[src/rtl/masked_sbox_rand_gen.sv]
// Fresh-randomness source for the masked AES S-box stage-2 multipliers.
// A 64-bit LFSR advances RAND_W steps per word and feeds a valid/ready output port.
module masked_sbox_rand_gen #(
  parameter int RAND_W          = 14,
  parameter int WARMUP_CYC      = 8,
  parameter int RESEED_INTERVAL = 4096
) (
  input  logic              clk,
  input  logic              rst_n,
  input  logic              seed_valid,
  input  logic [63:0]       seed,
  input  logic              rand_ready,
  output logic              rand_valid,
  output logic [RAND_W-1:0] rand_data,
  output logic              reseed_req,
  output logic              busy_warmup
);

  // Handshake: a word transfers on a rising edge where rand_valid & rand_ready.
  // While rand_valid is high and no transfer happens, rand_data is held stable.
  // A presented word is either transferred once or dropped by a reseed.
  typedef enum logic [1:0] {
    IDLE   = 2'd0,
    WARMUP = 2'd1,
    LOAD   = 2'd2,
    RUN    = 2'd3
  } state_t;

  localparam int CNT_W = $clog2(RESEED_INTERVAL + 1);
  localparam logic [CNT_W-1:0] CNT_MAX = CNT_W'(RESEED_INTERVAL);
  localparam logic [7:0] WARM_LAST = (WARMUP_CYC == 0) ? 8'd0 : 8'(WARMUP_CYC - 1);
  localparam state_t SEED_DEST = (WARMUP_CYC == 0) ? LOAD : WARMUP;

  state_t            state;
  state_t            state_nxt;
  logic [63:0]       lfsr;
  logic [63:0]       adv_state;
  logic [RAND_W-1:0] adv_word;
  logic [CNT_W-1:0]  word_cnt;
  logic [7:0]        warm_cnt;
  logic              fire;
  logic              adv_en;
  logic              word_en;

  // RAND_W chained LFSR steps; bit i of the word is the output of step i.
  always_comb begin
    logic [63:0] s;
    s        = lfsr;
    adv_word = '0;
    for (int i = 0; i < RAND_W; i++) begin
      adv_word[i] = s[63];
      s = {s[62:0], s[63] ^ s[62] ^ s[60] ^ s[59]};
    end
    adv_state = s;
  end

  // State register
  always_ff @(posedge clk or negedge rst_n) begin
    if (!rst_n) begin
      state <= IDLE;
    end else begin
      state <= state_nxt;
    end
  end

  // Next-state logic; a seed load overrides every state.
  always_comb begin
    state_nxt = state;
    if (seed_valid) begin
      state_nxt = SEED_DEST;
    end else begin
      case (state)
        IDLE:    state_nxt = IDLE;
        WARMUP:  if (warm_cnt == WARM_LAST) state_nxt = LOAD;
        LOAD:    state_nxt = RUN;
        RUN:     state_nxt = RUN;
        default: state_nxt = IDLE;
      endcase
    end
  end

  // Output / control decode
  always_comb begin
    busy_warmup = (state == WARMUP);
    fire        = (state == RUN) && rand_valid && rand_ready;
    adv_en      = 1'b0;
    word_en     = 1'b0;
    if (!seed_valid) begin
      case (state)
        WARMUP: adv_en = 1'b1;
        LOAD: begin
          adv_en  = 1'b1;
          word_en = 1'b1;
        end
        RUN: begin
          adv_en  = fire;
          word_en = fire;
        end
        default: begin
          adv_en  = 1'b0;
          word_en = 1'b0;
        end
      endcase
    end
  end

  // Datapath: LFSR, output word, counters.
  always_ff @(posedge clk or negedge rst_n) begin
    if (!rst_n) begin
      lfsr       <= '0;
      rand_data  <= '0;
      rand_valid <= 1'b0;
      word_cnt   <= '0;
      warm_cnt   <= '0;
    end else if (seed_valid) begin
      // An all-zero LFSR would lock up; substitute the smallest non-zero seed.
      lfsr       <= (seed == 64'd0) ? 64'd1 : seed;
      rand_valid <= 1'b0;
      word_cnt   <= '0;
      warm_cnt   <= '0;
    end else begin
      if (adv_en) begin
        lfsr <= adv_state;
      end
      if (word_en) begin
        rand_data  <= adv_word;
        rand_valid <= 1'b1;
      end
      if (state == WARMUP) begin
        warm_cnt <= warm_cnt + 8'd1;
      end
      if (fire && (word_cnt != CNT_MAX)) begin
        word_cnt <= word_cnt + CNT_W'(1);
      end
    end
  end

  assign reseed_req = (word_cnt == CNT_MAX);

  // A stalled word must not change under the consumer.
  hold_stable: assert property (@(posedge clk) disable iff (!rst_n)
    (rand_valid && !rand_ready && !seed_valid) |=> (rand_valid && $stable(rand_data)));

  warmup_no_valid: assert property (@(posedge clk) disable iff (!rst_n)
    busy_warmup |-> !rand_valid);

endmodule

[config.mk]
export PLATFORM = sky130hd
export DESIGN_NAME = masked_sbox_rand_gen
export DESIGN_NICKNAME = d
export VERILOG_FILES = /design/src/rtl/masked_sbox_rand_gen.sv
export SDC_FILE = /design/constraint.sdc
export NUM_CORES = 1
export LEC_CHECK = 0
export CAP_MARGIN = 30
export CORE_AREA = 2 2 98 100
export CTS_CLUSTER_DIAMETER = 100
export DETAILED_ROUTE_END_ITERATION = 6
export DIE_AREA = 0 0 100 102
export GPL_TIMING_DRIVEN = 0
export PLACE_DENSITY = 0.81
export RECOVER_POWER = 25
export REMOVE_ABC_BUFFERS = 1
export SYNTH_ARGS = -nofsm -noshare
export SYNTH_HDL_FRONTEND = slang
export SYNTH_SLANG_ARGS = --single-unit
[constraint.sdc]
create_clock -name clk -period 2.9 [get_ports clk]
set_input_delay 0.87 -clock clk [delete_from_list [all_inputs] [get_ports clk]]
set_output_delay 0.87 -clock clk [all_outputs]
set_load 0.01 [all_outputs]
# Word-level counts from Yosys, hierarchy flattened
# Cells that the tools add are included.
[totals] ff_bits=102 input_bits=68 output_inout_bits=17 wordCells=86
[op_classes] n_addsub=2 n_eq_ne=7 n_mux=16 n_bitwise=43 reduce_logical=12
[ops] operator="2-to-1 mux 64 bit" count=3
[ops] operator="logical NOT 64 bit" count=1
[ops] operator="bitwise XOR 1 bit" count=42
[ops] operator="2-to-1 mux 13 bit" count=2
[ops] operator="2-to-1 mux 8 bit" count=2
[ops] operator="adder 13 x 1 -> 13 bit (second input constant)" count=1
[ops] operator="== test 13 bit (second input constant)" count=1
[ops] operator="!= test 13 bit (second input constant)" count=1
[ops] operator="adder 8 x 1 -> 8 bit (second input constant)" count=1
[ops] operator="== test 8 x 3 -> 1 bit (second input constant)" count=1
[ops] operator="nonzero test 2 bit" count=4
[ops] operator="one-hot mux 2 bit (3 select lines)" count=1
[ops] operator="== test 2 bit (second input constant)" count=2
[ops] operator="2-to-1 mux 1 bit" count=4
[ops] operator="2-to-1 mux 2 bit" count=2
[ops] operator="one-hot mux 1 bit (2 select lines)" count=2
[ops] operator="OR reduction 2 bit" count=2
[ops] operator="logical AND 1 bit" count=3
[ops] operator="!= test 3 x 2 -> 1 bit (second input constant)" count=1
[ops] operator="== test 2 x 1 -> 1 bit (second input constant)" count=1
[ops] operator="logical NOT 2 bit" count=1
[ops] operator="AND reduction 2 bit" count=1
[ops] operator="NOT 1 bit" count=1

# Logic depth before layout (Yosys ltp)
# Gate-level depths: netlist (run 1).
[logic_depth] ltp_word=7 ltp_mapped=8 mapped_depth_nobuf=6

# Least setup slack after synthesis (run 1)
# Ideal clock, no wire load.
[synth_timing] kind="in2reg" start="input port seed_valid" end="register rand_data[10]" setup_time_ns=0.125 arrival_ns=1.914 slack_ns=0.862 path_stages=4 path_buffers=2 cell_sequence="clkbuf_1 a21oi_1 buf_4 mux2_2"
[synth_via] elab_chain_cells=2 word_cells_on_any_way=3 cone_classes="mux (1); bitwise (1); reduce/logical (1)"
[synth_lines] item="from (decl)" line_no="10" text="input logic seed_valid,"
[synth_lines] item="2-to-1 mux 1 bit or NOT 1 bit (tied branches)"
[synth_lines] item="AND reduction 2 bit (no source line) *"
[synth_lines] item="to (signal assigned)" line_no="126" text="rand_data <= adv_word;"
[synth_lines] item="to (decl)" line_no="14" text="output logic [RAND_W-1:0] rand_data,"
# Every way passes the cells marked *; elsewhere a longest branch is shown, timed or not.
# A chain may end at the register's enable or synchronous reset.

# Worst setup path in the final report (run 1)
[layout_timing] start="register state[1]" end="output port busy_warmup"
[layout_via] elab_chain_cells=1
[layout_lines] item="from (decl)" line_no="34" text="state_t state;"
[layout_lines] item="from (signal assigned)" line_no="62" text="state <= state_nxt;"
[layout_lines] item="== test 2 x 1 -> 1 bit" line_no="84" text="busy_warmup = (state == WARMUP);"
[layout_lines] item="to (decl)" line_no="16" text="output logic busy_warmup"
# Every way passes these cells.

==> flow_summary_export.csv, run 1 <==
group,metric,value,unit
status,status,"complete, no violations",
sta,hold_slack,523.4,ps
layout,final_common_cell,"dfrtp_1",
sta,hold_viol,0,
worst_setup_path,endpoint_kind,"output port",
pwr,p_leak,2.670,nW
synthesis,synth_seq_cells,102,
floorplan,rows,35,
synthesis,async_flop_share,100.0,%
synthesis,synthCells,505,
clock_network,insertion_delay,370,ps
layout,layout_common_cells,"dfrtp_1 (101), clkdlybuf4s50_1 (81), nand2_1 (68)",
floorplan,die_width,100,um
worst_setup_path,r2r-start,"state[1]$_DFFE_PN0P_",
worst_setup_path,r2r_slack,670,ps
layout,drive_gt1_share,7.705,%
sta,drv_slew,0,
pwr,power,6.160,mW
worst_setup_path,crit_path_start_kind,"flip-flop",
pwr,power.density,976.8,nW/um2
worst_setup_path,worst-setup-path-type,"reg2out",
worst_setup_path,worst-path-max-fanout,8,
pwr,p_seq_share,37.7,%
global_route,grt_pass1_vias,4132,
synthesis,synthDistinctLibCells,31,
sta,clock_skew,8.136,ps
layout,antenna_cells,0,
floorplan,fp.coreArea,9109,um2
pwr,p_sw,2.312,mW
floorplan,initial_utilization,56.39,%
drt,ant_nets,0,
placement,placedInstanceArea,6091,um2
global_route,grt_max_degree,90,
synthesis,synth-simple-area-share,15.69,%
clock_network,cts.sinks,102,
pwr,switching_share,37.53,%
synthesis,synth.mux.area_fraction,14.01,%
layout,finalNonFillerCells,695,
synthesis,ys_warn_count,0,
synthesis,synth_top_family_by_area,"simple AND/OR/NAND/NOR gates",
clock_network,cts_tree,"done",
placement,gp_congestion,0.8170,
hold_path,hp-class,"reg2reg",
worst_setup_path,slowest_delay,600,ps
worst_setup_path,cp.arrival,1820,ps
sta,worst_pin_slew,998.5,ps
global_route,grt_pass1_wl,20560,um
sta,rsz0062_at_grt,"no",
layout,final_area,6306,um2
drt,drc,0,
pwr,combPwrFrac,47.3,%
pwr,max-vdd-ir-drop,0.7311,mV
placement,dp.cells,677,
worst_setup_path,cp.depth,3,
clock_network,cts_buffers,9,
clock_network,clockBufferDepth,2,
global_route,grtUsageTotal,25.84,%
sta,setup_viol,0,
floorplan,pin_count,85,
synthesis,synth_edf_count,0,
worst_setup_path,slowest_stage,"clkdlybuf4s50_1",
run,drv_cap,0,
placement,portBuffers,84,
worst_setup_path,r2r_cells,6,
synthesis,synth_ff_type,"dfrtp_1",
sta,relSlewSlack,33.43,%
clock_network,root_buffer,"clkbuf_8",
worst_setup_path,crit_buf_inv,2,
global_route,overflow,0,
synthesis,syn-cell-area,5136,um2
worst_setup_path,setup.worst_path.start,"state[1]$_DFFE_PN0P_",
drt,wl,12370,um
hold_path,worstHoldPathCells,1,
worst_setup_path,reg2reg_to,"lfsr[14]$_DFFE_PN0P_",
placement,dp_hpwl,9080,um
layout,nets,654,
worst_setup_path,crit_family,"buffers and inverters",
worst_setup_path,endpoint,"busy_warmup",
synthesis,syn_area_per_cell,10.17,um2
sta,fin_crit_sh,92.89,%
sta,fmax,371.2,MHz
drt,vias_per_cell,5.774,
clock_network,h-tree-depth,3,
drt,avgRoutedWirePerCell,17.79,um
global_route,antenna_found_initial,0,
pwr,clkPwrFrac,15.0,%
drt,drtPass1Iterations,4,
sta,layout_min_cycle_time,2694,ps
worst_setup_path,worstPathRequired,2030,ps
worst_setup_path,path_cells,"inv_1 -> ha_1 -> clkdlybuf4s50_1",
floorplan,die_height,102,um
floorplan,dieArea,10200,um2
drt,drtIter0Drc,207,
synthesis,synth-xor-area-share,7.503,%
synthesis,synth_compound_area_share,8.210,%
synthesis,synth.yosys.seq_area_share,49.70,%
layout,area_growth,22.78,%
synthesis,yosys.area_share.adder,1.705,%
clock_network,clk_pin_slew_worst_paths,100,ps
drt,detailroute.via_count,4013,
pwr,intPower,3.848,mW
==> worst reg2reg max path: cells and delay by family, from the launching register on <==
family / cells / cell delay (ps)
AO/OA/AOI/OAI: 2 / 310
flip-flops: 1 / 420
multiplexers: 1 / 220
buffers and inverters: 1 / 300
adder cells (fa/ha/maj): 1 / 280
AND/OR/NAND/NOR: 1 / 570
==> sequential cells by signal (all words and copies together) (netlist names) <==
signal	cells
word_cnt	13
state	2
lfsr	64
warm_cnt	8
rand_data	14
rand_valid	1
==> layer usage <==
layer  track usage (%)  vias to the layer above  wire, um
met5                 0                        -         0
met4             7.587                        0       210
met3             4.788                       18       577
met2             42.88                      100      6127
met1             35.22                     1995      5450
li1                  -                     1900         -
==> how the worst min path moves through the flow <==
stage | startpoint | to | slack, ps
floorplan | word_cnt[12]$_DFFE_PN0P_ | word_cnt[12]$_DFFE_PN0P_ | 510
global placement | rand_data[13]$_DFFE_PN0P_ | rand_data[13]$_DFFE_PN0P_ | 500
detailed placement | rand_data[8]$_DFFE_PN0P_ | rand_data[8]$_DFFE_PN0P_ | 500
CTS | rst_n | lfsr[43]$_DFFE_PN0P_ | 480
global route | rand_data[11]$_DFFE_PN0P_ | rand_data[11]$_DFFE_PN0P_ | 530
finish | rand_data[8]$_DFFE_PN0P_ | rand_data[8]$_DFFE_PN0P_ | 520
==> synth_stat cells, drive strengths merged (2+ instances only) <==
master / number / share of area (%)
a31oi: 2 / 0.24
nand3: 7 / 0.68
xnor2: 40 / 6.8
mux2: 15 / 3.3
mux2i: 55 / 11
and2: 11 / 1.3
nor4b: 2 / 0.34
a21oi: 5 / 0.49
nand4: 8 / 1.3
ha: 7 / 1.7
o21ai: 57 / 5.6
or3: 4 / 0.49
dfrtp: 102 / 50
xor2: 4 / 0.68
clkbuf: 19 / 1.4
buf: 8 / 1.1
nand2: 68 / 5.0
nor4: 22 / 2.7
o31ai: 12 / 1.8
inv: 10 / 0.73
nor2: 32 / 2.3
nor3: 8 / 0.78
==> logic make-up (layout without fill, tap and decap cells) <==
group	Yosys count	count (layout)
buffers and inverters	37	116
multiplexers	70	70
XOR/XNOR	44	44
AND/OR/NAND/NOR	168	168
flip-flops	102	102
AO/OA/AOI/OAI	77	77
adder cells (fa/ha/maj)	7	7
==> power by group through the flow <==
| stage | sequential, mW | clock (mW) | combinational, mW |
|---|---|---|---|
| 2_1_floorplan | 2.05 | 0 | 1.34 |
| 3_3_place_gp | 2.03 | 0 | 1.75 |
| 3_5_place_dp | 2.35 | 0 | 2.91 |
| 4_1_cts | 2.32 | 0.951 | 2.94 |
| 5_1_grt | 2.37 | 1.00 | 3.18 |
| 6_report | 2.32 | 0.925 | 2.91 |
==> metrics by stage <==
stage / util [%] / worst slack, ps / TNS (ps)
final: 69.23 / 206.1 / 0
after global routing: 69.23 / 129.0 / 0
after CTS: 69.18 / 22.26 / 0
after detailed placement: 66.87 / -79.10 / -1646
after global placement: 65.76 / -4350 / -654750
after floorplan: - / -2323 / -146270
==> what timing repair did <==
action	CTS	global route
hold buffers	0	0
gates resized for setup	1	3
endpoints found under the setup margin	1	1
cloned	0	0
setup buffers	0	2
==> final cells by class <==
| cell class | instances | area, um2 |
|---|---|---|
| multi-input combinational | 366 | 2446 |
| clock inverter | 7 | 80.08 |
| clock buffer | 9 | 123.9 |
| timing repair buffer | 90 | 925.9 |
| sequential | 102 | 2554 |
| tap | 111 | 138.9 |
| inverter | 10 | 37.54 |
| fill | 693 | 2803 |
(Power assumes the default switching activity.)
==> inputs of run 2 (changes only) <==
Settings changed: CTS_CLUSTER_SIZE set to 20.
==> results of run 2 <==
No change in the layout: final DEF, timing and power equal those of run 1.
